--- src/rtl/tinyqv_uart_pkg.sv ---
// rtl/tinyqv_uart_pkg.sv - shared debug UART types, constants and baud helpers
package tinyqv_uart_pkg;

  // Receiver frame position.
  typedef enum logic [1:0] {
    IDLE  = 2'd0,
    START = 2'd1,
    DATA  = 2'd2,
    STOP  = 2'd3
  } rx_state_t;

  localparam int UART_DATA_BITS = 8;

  // Clocks per bit; the instantiating module rejects inexact ratios.
  function automatic int uart_cpb(input int clk_hz, input int bit_rate);
    return clk_hz / bit_rate;
  endfunction

  // Width of a down-counter that must be able to hold CPB-1.
  function automatic int uart_cnt_width(input int cpb);
    return (cpb <= 2) ? 1 : $clog2(cpb);
  endfunction

endpackage

--- src/rtl/uart_rx_buf.sv ---
// rtl/uart_rx_buf.sv - receive holding buffer with sticky overrun; DEBUG_UART_RX_FIFO_EN selects a 4-deep FIFO
module uart_rx_buf
  import tinyqv_uart_pkg::*;
(
  input  logic                      clk,
  input  logic                      rst_n,
  input  logic                      push_i,
  input  logic [UART_DATA_BITS-1:0] push_data_i,
  input  logic                      pop_i,
  input  logic                      clear_err_i,
  output logic [UART_DATA_BITS-1:0] data_o,
  output logic                      valid_o,
  output logic                      overrun_o
);

  logic full;
  logic empty;
  logic do_pop;
  logic do_push;
  logic drop;
  logic overrun_q;
  logic overrun_d;

  // A pop frees a slot in the same cycle, so a push into a full buffer
  // alongside a pop is accepted rather than counted as an overrun.
  assign do_pop  = pop_i & ~empty;
  assign do_push = push_i & (~full | do_pop);
  assign drop    = push_i & full & ~do_pop;

`ifdef DEBUG_UART_RX_FIFO_EN
  localparam int DEPTH = 4;

  logic [UART_DATA_BITS-1:0] mem_q [DEPTH];
  logic [1:0]                rd_ptr_q;
  logic [1:0]                wr_ptr_q;
  logic [2:0]                count_q;

  assign full  = (count_q == 3'd4);
  assign empty = (count_q == 3'd0);

  // Pointer and occupancy bookkeeping.
  always_ff @(posedge clk or negedge rst_n) begin
    if (!rst_n) begin
      rd_ptr_q <= 2'd0;
      wr_ptr_q <= 2'd0;
      count_q  <= 3'd0;
    end else begin
      if (do_push) wr_ptr_q <= wr_ptr_q + 2'd1;
      if (do_pop)  rd_ptr_q <= rd_ptr_q + 2'd1;
      count_q <= count_q + {2'b00, do_push} - {2'b00, do_pop};
    end
  end

  // Storage needs no reset: entries are only visible while counted.
  always_ff @(posedge clk) begin
    if (do_push) mem_q[wr_ptr_q] <= push_data_i;
  end

  assign data_o = empty ? '0 : mem_q[rd_ptr_q];
`else
  logic [UART_DATA_BITS-1:0] data_q;
  logic                      full_q;

  assign full  = full_q;
  assign empty = ~full_q;

  // Single holding register; a new byte wins over a simultaneous pop.
  always_ff @(posedge clk or negedge rst_n) begin
    if (!rst_n) begin
      data_q <= '0;
      full_q <= 1'b0;
    end else if (do_push) begin
      data_q <= push_data_i;
      full_q <= 1'b1;
    end else if (do_pop) begin
      full_q <= 1'b0;
    end
  end

  assign data_o = full_q ? data_q : '0;
`endif

  assign valid_o = ~empty;

  // Sticky overrun: a drop in the same cycle as a clear leaves it set.
  always_comb begin
    overrun_d = overrun_q;
    if (clear_err_i) overrun_d = 1'b0;
    if (drop)        overrun_d = 1'b1;
  end

  // Overrun flag register.
  always_ff @(posedge clk or negedge rst_n) begin
    if (!rst_n) overrun_q <= 1'b0;
    else        overrun_q <= overrun_d;
  end

  assign overrun_o = overrun_q;

endmodule

--- src/rtl/debug_uart_rx.sv ---
// rtl/debug_uart_rx.sv - debug UART 8N1 receiver; DEBUG_UART_RX_FIFO_EN deepens the receive buffer to 4
module debug_uart_rx
  import tinyqv_uart_pkg::*;
#(
  parameter int CLK_HZ   = 64_000_000,
  parameter int BIT_RATE = 4_000_000
) (
  input  logic       clk,
  input  logic       rst_n,
  input  logic       uart_rxd,
  input  logic       uart_rx_read,
  input  logic       uart_rx_clear_err,
  output logic [7:0] uart_rx_data,
  output logic       uart_rx_valid,
  output logic       uart_rx_overrun,
  output logic       uart_rx_frame_err,
  output logic       uart_rx_busy
);

  localparam int CPB = uart_cpb(CLK_HZ, BIT_RATE);
  localparam int CW  = uart_cnt_width(CPB);
  localparam logic [CW-1:0] CNT_HALF = CW'(CPB / 2 - 1);
  localparam logic [CW-1:0] CNT_FULL = CW'(CPB - 1);

  if ((CLK_HZ % BIT_RATE) != 0 || CPB < 4) begin : g_bad_baud
    $error("debug_uart_rx: CLK_HZ/BIT_RATE must be an integer >= 4");
  end

  logic                      sync1_q;
  logic                      rxd_s_q;
  logic                      prev_s_q;
  logic                      fall;
  logic                      sample;
  rx_state_t                 state_q;
  rx_state_t                 state_d;
  logic [CW-1:0]             cnt_q;
  logic [CW-1:0]             cnt_d;
  logic [2:0]                bit_idx_q;
  logic [2:0]                bit_idx_d;
  logic [UART_DATA_BITS-1:0] shift_q;
  logic [UART_DATA_BITS-1:0] shift_d;
  logic                      push;
  logic                      frame_set;
  logic                      frame_err_q;
  logic                      frame_err_d;

  // Two-flop synchroniser plus one delayed copy for edge detection; idle high.
  always_ff @(posedge clk or negedge rst_n) begin
    if (!rst_n) begin
      sync1_q  <= 1'b1;
      rxd_s_q  <= 1'b1;
      prev_s_q <= 1'b1;
    end else begin
      sync1_q  <= uart_rxd;
      rxd_s_q  <= sync1_q;
      prev_s_q <= rxd_s_q;
    end
  end

  assign fall   = prev_s_q & ~rxd_s_q;
  assign sample = (state_q != IDLE) && (cnt_q == '0);

  // Frame sequencing: half a bit to mid-start, then one bit per sample.
  always_comb begin
    state_d   = state_q;
    cnt_d     = cnt_q;
    bit_idx_d = bit_idx_q;
    shift_d   = shift_q;
    push      = 1'b0;
    frame_set = 1'b0;

    if (state_q != IDLE) begin
      cnt_d = sample ? CNT_FULL : cnt_q - CW'(1);
    end

    case (state_q)
      IDLE: begin
        // Only an edge starts a frame, so a stuck-low line stays quiet.
        if (fall) begin
          state_d = START;
          cnt_d   = CNT_HALF;
        end
      end
      START: begin
        if (sample) begin
          if (rxd_s_q) begin
            state_d = IDLE;
          end else begin
            state_d   = DATA;
            bit_idx_d = 3'd0;
          end
        end
      end
      DATA: begin
        if (sample) begin
          shift_d   = {rxd_s_q, shift_q[UART_DATA_BITS-1:1]};
          bit_idx_d = bit_idx_q + 3'd1;
          if (bit_idx_q == 3'(UART_DATA_BITS - 1)) state_d = STOP;
        end
      end
      STOP: begin
        // Leaving at mid-stop lets a back-to-back start bit be caught.
        if (sample) begin
          state_d = IDLE;
          if (rxd_s_q) push = 1'b1;
          else         frame_set = 1'b1;
        end
      end
      default: state_d = IDLE;
    endcase
  end

  // Receiver state, bit timer and shift register.
  always_ff @(posedge clk or negedge rst_n) begin
    if (!rst_n) begin
      state_q   <= IDLE;
      cnt_q     <= '0;
      bit_idx_q <= 3'd0;
      shift_q   <= '0;
    end else begin
      state_q   <= state_d;
      cnt_q     <= cnt_d;
      bit_idx_q <= bit_idx_d;
      shift_q   <= shift_d;
    end
  end

  // Sticky framing error: a new error in a clear cycle still sets it.
  always_comb begin
    frame_err_d = frame_err_q;
    if (uart_rx_clear_err) frame_err_d = 1'b0;
    if (frame_set)         frame_err_d = 1'b1;
  end

  // Framing error flag register.
  always_ff @(posedge clk or negedge rst_n) begin
    if (!rst_n) frame_err_q <= 1'b0;
    else        frame_err_q <= frame_err_d;
  end

  uart_rx_buf u_buf (
    .clk         (clk),
    .rst_n       (rst_n),
    .push_i      (push),
    .push_data_i (shift_q),
    .pop_i       (uart_rx_read),
    .clear_err_i (uart_rx_clear_err),
    .data_o      (uart_rx_data),
    .valid_o     (uart_rx_valid),
    .overrun_o   (uart_rx_overrun)
  );

  assign uart_rx_frame_err = frame_err_q;
  assign uart_rx_busy      = (state_q != IDLE);

endmodule
--- config.mk ---
export PLATFORM = sky130hd
export DESIGN_NAME = debug_uart_rx
export DESIGN_NICKNAME = d
export VERILOG_FILES = /design/src/rtl/tinyqv_uart_pkg.sv /design/src/rtl/uart_rx_buf.sv /design/src/rtl/debug_uart_rx.sv
export SDC_FILE = /design/constraint.sdc
export NUM_CORES = 1
export LEC_CHECK = 0
export BUFFER_PORTS_ARGS = -buffer_cell sky130_fd_sc_hd__buf_2
export CORE_MARGIN = 2
export CORE_UTILIZATION = 56
export DETAILED_ROUTE_END_ITERATION = 10
export GPL_ROUTABILITY_DRIVEN = 0
export PLACE_DENSITY = 0.76
export SYNTH_ARGS = -nofsm -noshare
export SYNTH_HDL_FRONTEND = slang
export SYNTH_HIERARCHICAL = 1
export SYNTH_SLANG_ARGS = --single-unit
--- constraint.sdc ---
create_clock -name clk -period 2.1 [get_ports clk]
set_input_delay 0.21 -clock clk [delete_from_list [all_inputs] [get_ports clk]]
set_output_delay 0.21 -clock clk [all_outputs]
set_load 0.03 [all_outputs]
## Word-level counts from Yosys, hierarchy flattened

Index checks and enable logic that the tools add are counted.

| cells by class | value |
|---|---|
| reductions and logical operators | 11 |
| muxes and demuxes | 27 |
| bitwise operators | 9 |
| $add $sub $neg | 2 |
| equal/unequal tests | 10 |

Operators by type and width:

| kind | number |
|---|---|
| $mux W4 | 4 |
| $mux W2 | 6 |
| $ne A2 B2 Y1 const B | 6 |
| $mux W1 | 11 |
| $reduce_bool A2 Y1 | 5 |
| $mux W3 | 3 |
| $mux W8 | 1 |
| $pmux W2 S4 | 1 |
| $pmux W3 S2 | 1 |
| $and A1 B1 Y1 | 5 |
| $reduce_and A5 Y1 | 1 |
| $eq A2 B2 Y1 const B | 2 |
| $logic_not A4 Y1 | 1 |
| $reduce_and A4 Y1 | 1 |
| $sub A4 B1 Y4 const B | 1 |
| $add A3 B1 Y3 const B | 1 |
| $eq A3 B3 Y1 const B | 1 |
| $not A1 Y1 | 3 |
| $eq A2 B1 Y1 const B | 1 |
| $logic_not A2 Y1 | 1 |
| $reduce_and A2 Y1 | 1 |
| $logic_and A1 B1 Y1 | 1 |
| $or A1 B1 Y1 | 1 |

| word-level totals | value |
|---|---|
| flip-flop bits (word level) | 31 |
| output and inout bits | 12 |
| bits of input ports | 5 |

## Logic depth before layout (Yosys ltp)

Gate-level depths: netlist (run 1).

| depth | value |
|---|---|
| depth after elaboration | 7 |
| depth in mapped cells | 6 |
| gate-level depth less buffers | 6 |

## Hierarchy

The synthesis (run 1) kept the hierarchy.

By module, submodules not included:

| module | cells an instance | sequential area each (um2) | area each (um2) | instances |
|---|---|---|---|---|
| debug_uart_rx | 81 | 529.3 | 967.2 | 1 |
| uart_rx_buf | 32 | 250.2 | 481.7 | 1 |

## Least setup slack after synthesis (run 1)

Ideal clock, no wire load.

| timing | value |
|---|---|
| path kind | register to register |
| from | reg cnt_q[0] |
| to | reg shift_q[6] |
| stages on the path, launching flop included | 6 |
| path slack | 0.377 ns |
| arrival | 1.596 ns |
| data required time | 1.972 ns |
| clock period less this slack | 1.723 ns |
| setup time | 0.128 ns |
| cells stage by stage | dfrtp_1 inv_1 ha_1 or3b_4 nor3b_4 mux2_1 |

| between the ends | value |
|---|---|
| longest elaborated chain between the ends | 3 |

Ends and longest elaborated chain:

| item | RTL line | text |
|---|---|---|
| from (decl) | debug_uart_rx.sv:36 | `logic [CW-1:0] cnt_q;` |
| from (signal assigned) | debug_uart_rx.sv:122 | `cnt_q <= cnt_d;` |
| $logic_not A4 Y1 | debug_uart_rx.sv:61 | `assign sample = (state_q != IDLE) && (cnt_q == '0);` |
| $logic_and A1 B1 Y1 | debug_uart_rx.sv:61 |  |
| $reduce_and A2 Y1 (no source line) | -- |  |
| to (signal assigned) | debug_uart_rx.sv:124 | `shift_q <= shift_d;` |
| to (decl) | debug_uart_rx.sv:40 | `logic [UART_DATA_BITS-1:0] shift_q;` |

Every way passes these cells.
A chain may end at the register's enable or synchronous reset.

## Final worst setup path (run 1)

Same ends and word-level chain as after synthesis.

==> results.toml, run 1 <==
[status]
status = "completed"

[drt]
ant_nets = 0
wl_mm = 2.57
drc = 0
dr.pass1.iters = 4
vias = 944
dr.first_iter.drc_count = 13
wl_per_cell_um = 15.3
via_per_inst = 5.62

[run]
maxCapViolCount = 0

[synth]
synthSimpleGateAreaFrac_pct = 17.2
post_synth.cell_area_avg_um2 = 12.8
ys_types = 33
yosysTopAreaCell = "dfrtp_1"
netlist_area_um2 = 1450
ys_seq_area_share_pct = 53.8
synth-edff-count = 0
synth_top_family_by_area = "simple AND/OR/NAND/NOR gates"
synth_fa_ha_area_share_pct = 3.45
synth-seq-cells = 31
synth.area.mux_share_pct = 14.5
synth_xor_area_share_pct = 0
ys_warn_count = 6
ys_top_cells_by_area = "dfrtp_1 48%, mux2_4 8.3%, dfstp_2 5.4%, mux2_2 5.4%, and2_2 4.1%"
synth_compound_area_share_pct = 8.29
synth_top_area_share_pct = 48.4
async_flop_share_pct = 100
synthCells = 113
syn_nets = 122
dominantRegCellSynth = "dfrtp_1"

[power]
p_per_area_nw_per_um2 = 845
ir_drop_mv = 0.640
power_leakage_nw = 0.839

[floorplan]
io_pins = 17
die_y_um = 54.9
start_util_pct = 59.0
dieWidth_um = 54.9
die_area_um2 = 3010
core_area_um2 = 2450
rows = 18

[critical_path]
required_ns = 2.31
rr_startpoint = "cnt_q[0]"
arrival_ns = 2.07
startpoint = "cnt_q[0]"
criticalPathCategory = "flop to flop"
r2r-end = "shift_q[6]"
critical_path.max_fanout = 6
rrSetupSlack_ns = 0.25
reg2reg_depth = 5
crit_end = "shift_q[6]"
setup.worst_path.start_class = "flop"
cp-end-kind = "flop"

[place]
port_buffers = 16
dp_worst_setup_slack_ns = 0.256
dp.cells = 158
dp_hpwl_mm = 1.84
place_area_um2 = 1570

[sta]
tightestPinTransition_ns = 0.670
max-slew-margin-rel_pct = 55.4
drv_slew = 0
fin_crit_sh_pct = 88.3
fmax_mhz = 539
setup_tns_ns = 0
hold_viol = 0
rsz0062_at_grt = "false"
setup_violations = 0
finalCriticalPeriod_ns = 1.85
worst_slack_ns = 0.246
skew_ns = 0.0106

[cells_and_area]
final_area_um2 = 1640
multiInputGateArea_um2 = 629
stdcell_count = 168
final_common_cell = "dfrtp_1"
layout_common_cells = "28 x dfrtp_1, 16 x buf_2, 8 x and2_2, 8 x mux2_4"
num_antenna_cells = 0
fin_util_pct = 66.7
layout-drive-gt1-share_pct = 41.3
syn_to_final_growth_pct = 13.0
fillers = 180
seq_area_um2 = 779
nNetsFinal = 146

[clock_tree]
cts_made_buffers = 5
ctsResizeCount = 0
clock-sinks = 31
path_clk_slew_ns = 0.09
insertion_delay_ns = 0.32
cts_root_buf = "clkbuf_4"
htree_levels = 2
cts_buffer_depth = 2
cts_tree = "built"

[grt]
grt_usage_pct = 22.1
grt_pass1_vias = 981
grt_overflow_total = 0
grt_max_degree = 32
grt_pass1_wl_mm = 4.47
grt_antenna_before_repair = 0

[worst_hold_path]
min-delay-path-class = "primary input to flop"
routing by layer:
layer | global-route usage, % | vias to the layer above | wire (um)
li1 | - | 446 | -
met1 | 23.7 | 475 | 1030
met2 | 39.5 | 19 | 1410
met3 | 7.38 | 4 | 104
met4 | 8.75 | 0 | 21
met5 | 0 | - | 0
worst max-delay path, cell delays in order (launching register included):
cell     delay [ns]
dfrtp_1        0.41
inv_1          0.09
ha_1           0.18
or3b_4         0.44
nor3b_4        0.28
mux2_1         0.34
area by class of cell:
type / count / area share [%]
Clock buffer: 8 / 2.98
Inverter: 7 / 1.61
Timing Repair Buffer: 20 / 7.03
Multi-Input combinational cell: 72 / 38.5
Tap cell: 30 / 2.29
Sequential cell: 31 / 47.6
metrics by stage:
stage / total power, mW / hold slack [ns]
6_report: 1.38 / 0.0884
3_5_place_dp: 1.07 / 0.283
5_1_grt: 1.48 / 0.0728
4_1_cts: 1.40 / 0.0666
2_1_floorplan: 0.979 / -0.0856
3_3_place_gp: 1.05 / 0.268
registers in the layout, summed over array words and instances (netlist names), named ones only:
signal             cells
shift_q                8
sync1_q                1
rxd_s_q                1
uart_rx_frame_err      1
u_buf/data_q           8
prev_s_q               1
cnt_q                  4
bit_idx_q              3
u_buf/overrun_o        1
u_buf/valid_o          1
state_q                1
synth_stat cells, types with 3 or more instances:
library cell / instances
nor2_1: 3
ha_1: 4
a21oi_1: 5
dfrtp_1: 28
inv_1: 7
a221oi_1: 3
mux2_2: 7
mux2_4: 8
nor3_1: 5
and2_2: 8
o21ai_0: 4
nand2_1: 3
dfstp_2: 3
logic make-up (layout without fill, tap and decap cells):
family / count (synthesis) / after routing
AND/OR/NAND/NOR: 33 / 33
flip-flops: 31 / 31
AO/OA/AOI/OAI: 19 / 19
multiplexers: 16 / 16
buffers and inverters: 10 / 35
adder cells (fa/ha/maj): 4 / 4
how the worst min path moves through the flow:
stage | from | to | slack [ns] | cells after the start
after global placement | rst_n | u_buf/data_q[0] | 0.27 | 1
after floorplan | rst_n | asynchronous set/reset pin | -0.09 | 0
after global routing | uart_rx_clear_err | u_buf/overrun_o | 0.07 | 2
final | uart_rx_clear_err | u_buf/overrun_o | 0.09 | 2
after CTS | uart_rx_clear_err | u_buf/overrun_o | 0.07 | 2
after detailed placement | rst_n | u_buf/data_q[0] | 0.28 | 1
report_power, final:
part	leakage, nW	switching (mW)	internal [mW]	total [mW]
Clock	0.0265	0.186	0.133	0.320
Combinational	0.406	0.166	0.139	0.305
Sequential	0.407	0.0926	0.665	0.758
timing repair:
action / in CTS / in global routing
hold buffers: 2 / 0
hold endpoints to repair: 29 / 0
setup buffers: 0 / 0
(Power assumes the default switching activity.)
==> inputs of run 2 (changes only) <==
--- a/config.mk
+++ b/config.mk
@@ -7,10 +7,10 @@
 export LEC_CHECK = 0
 export BUFFER_PORTS_ARGS = -buffer_cell sky130_fd_sc_hd__buf_2
 export CORE_MARGIN = 2
-export CORE_UTILIZATION = 56
+export CORE_UTILIZATION = 51
 export DETAILED_ROUTE_END_ITERATION = 10
 export GPL_ROUTABILITY_DRIVEN = 0
-export PLACE_DENSITY = 0.76
+export PLACE_DENSITY = 0.73
 export SYNTH_ARGS = -nofsm -noshare
 export SYNTH_HDL_FRONTEND = slang
 export SYNTH_HIERARCHICAL = 1
==> constraint.sdc (replaced) <==
create_clock -name clk -period 1.57 [get_ports clk]
set_input_delay 0.157 -clock clk [delete_from_list [all_inputs] [get_ports clk]]
set_output_delay 0.157 -clock clk [all_outputs]
set_load 0.03 [all_outputs]
==> results.toml, run 2 (synthesis gave the netlist of run 1 again) <==
[status]
status = "finished with violations"
violations = "negative setup slack"

[drt]
dr.first_iter.drc_count = 36
via_per_inst = 5.58
drc = 0
wl_mm = 2.85
ant_nets = 0
wl_per_cell_um = 15.5
vias = 1026
dr.pass1.iters = 6

[sta]
drv_slew = 0
fmax_mhz = 600
hold_viol = 0
setup_violations = 4
rsz0062_at_grt = "true"
finalCriticalPeriod_ns = 1.67
fin_crit_sh_pct = 106
skew_ns = 0.00567
setup_tns_ns = -0.204
tightestPinTransition_ns = 0.664
worst_slack_ns = -0.0969
max-slew-margin-rel_pct = 55.7
hold_slack_ns = 0.0323

[floorplan]
core_area_um2 = 2730
die_y_um = 57.3
rows = 19
dieWidth_um = 57.3
io_pins = 17
die_area_um2 = 3280
start_util_pct = 53.0

[grt]
grt_pass1_wl_mm = 4.86
met1_usage_pct = 24.3
grt_antenna_before_repair = 0
use_met3_pct = 6.58
grt_overflow_total = 0
met2_usage_pct = 31.0
grt_pass1_vias = 1061
busiest_layer = "met2"
grt_max_degree = 32
grt_usage_pct = 19.9

[cells_and_area]
layout-drive-gt1-share_pct = 53.6
fillers = 222
seq_area_um2 = 781
num_antenna_cells = 0
largestRegisters = "shift_q: 8 flops, u_buf/data_q: 8 flops, cnt_q: 4 flops"
final_area_um2 = 1820
layout_common_cells = "27 x dfrtp_1, 17 x buf_4, 16 x buf_2"
syn_to_final_growth_pct = 25.4
nNetsFinal = 161
multiInputGateArea_um2 = 671
final_common_cell = "dfrtp_1"

[place]
port_buffers = 16
place_area_um2 = 1660
dp_hpwl_mm = 1.95

[clock_tree]
insertion_delay_ns = 0.33
path_clk_slew_ns = 0.10
cts_root_buf = "clkbuf_4"
cts_tree = "built"
htree_levels = 2
cts_buffer_depth = 2
cts_made_buffers = 5
clock-sinks = 31

[critical_path]
criticalPathCategory = "flop to flop"
cp-end-kind = "flop"
crit_chain = "inv_2 > ha_4 > or3b_4 > nor3b_4 > mux2_4"
max_stage_delay_ns = 0.40
critPathSlowestCell = "dfrtp_1"
critical_path.max_fanout = 3
setup.worst_path.start_class = "flop"
required_ns = 1.79
arrival_ns = 1.89

[run]
maxCapViolCount = 0

[power]
ir_drop_mv = 1.01
power_leakage_nw = 0.936
p_per_area_nw_per_um2 = 1230

[worst_hold_path]
min-delay-path-class = "primary input to flop"
-- run 2: routing by layer --
metal | up-vias | routed length [um] | share of wire, %
met5 | - | 0 | 0
met4 | 0 | 97 | 3.4
met3 | 10 | 117 | 4.1
li1 | 478 | - | -
met1 | 510 | 1220 | 43
met2 | 28 | 1420 | 50
-- run 2: repair_timing --
action / in CTS / in global routing
gates resized for setup: 6 / 3
hold endpoints to repair: 29 / 0
pin swaps: 2 / 3
hold buffers: 2 / 0
setup buffers: 2 / 3
endpoints found under the setup margin: 13 / 20
-- run 2: final timing paths --
check / start / endpoint / slack [ns] / cells after the start
max: cnt_q[0] / shift_q[6] / -0.1 / 5
min: uart_rx_clear_err / uart_rx_frame_err / 0.03 / 2
max reg2reg: cnt_q[0] / shift_q[6] / -0.1 / 5
min reg2reg: sync1_q / rxd_s_q / 0.36 / 0
max in group asynchronous: rst_n / asynchronous set/reset pin / 0.72 / 2
min in group asynchronous: rst_n / bit_idx_q[1] / 0.39 / 2
-- run 2: cell type report --
cell class / count / share of cell area (%)
well taps: 31 / 2.13
flip-flops and latches: 31 / 43.0
inverters: 7 / 1.45
multi-input cells: 72 / 36.9
clock buffers: 7 / 3.58
repair buffers: 35 / 12.5
clock inverters: 1 / 0.413
-- run 2: where the power goes --
part | leakage [nW] | switching, mW | internal, mW
clock network | 0.0375 | 0.276 | 0.262
registers | 0.406 | 0.110 | 0.892
logic | 0.493 | 0.317 | 0.369
-- run 2: worst max-delay path, delay by kind of cell (launching register included) --
kind / cells / cell delay [ns]
adders and majority gates: 1 / 0.14
and+or+nand+nor: 2 / 0.62
muxes: 1 / 0.32
DFF: 1 / 0.40
buffers and inverters: 1 / 0.09
-- run 2: per-stage QoR --
| step | power [mW] | cells | setup slack [ns] | utilization [%] |
|---|---|---|---|---|
| 6_report | 2.23 | 184 | -0.0969 | 66.5 |
| 3_5_place_dp | 1.56 | 169 | -0.125 | 60.5 |
| 3_3_place_gp | 1.53 | 169 | -0.0601 | 60.5 |
| 2_1_floorplan | 1.32 | 113 | -0.127 | - |
| 5_1_grt | 2.35 | 184 | -0.173 | 66.5 |
| 4_1_cts | 2.18 | 181 | -0.108 | 65.2 |
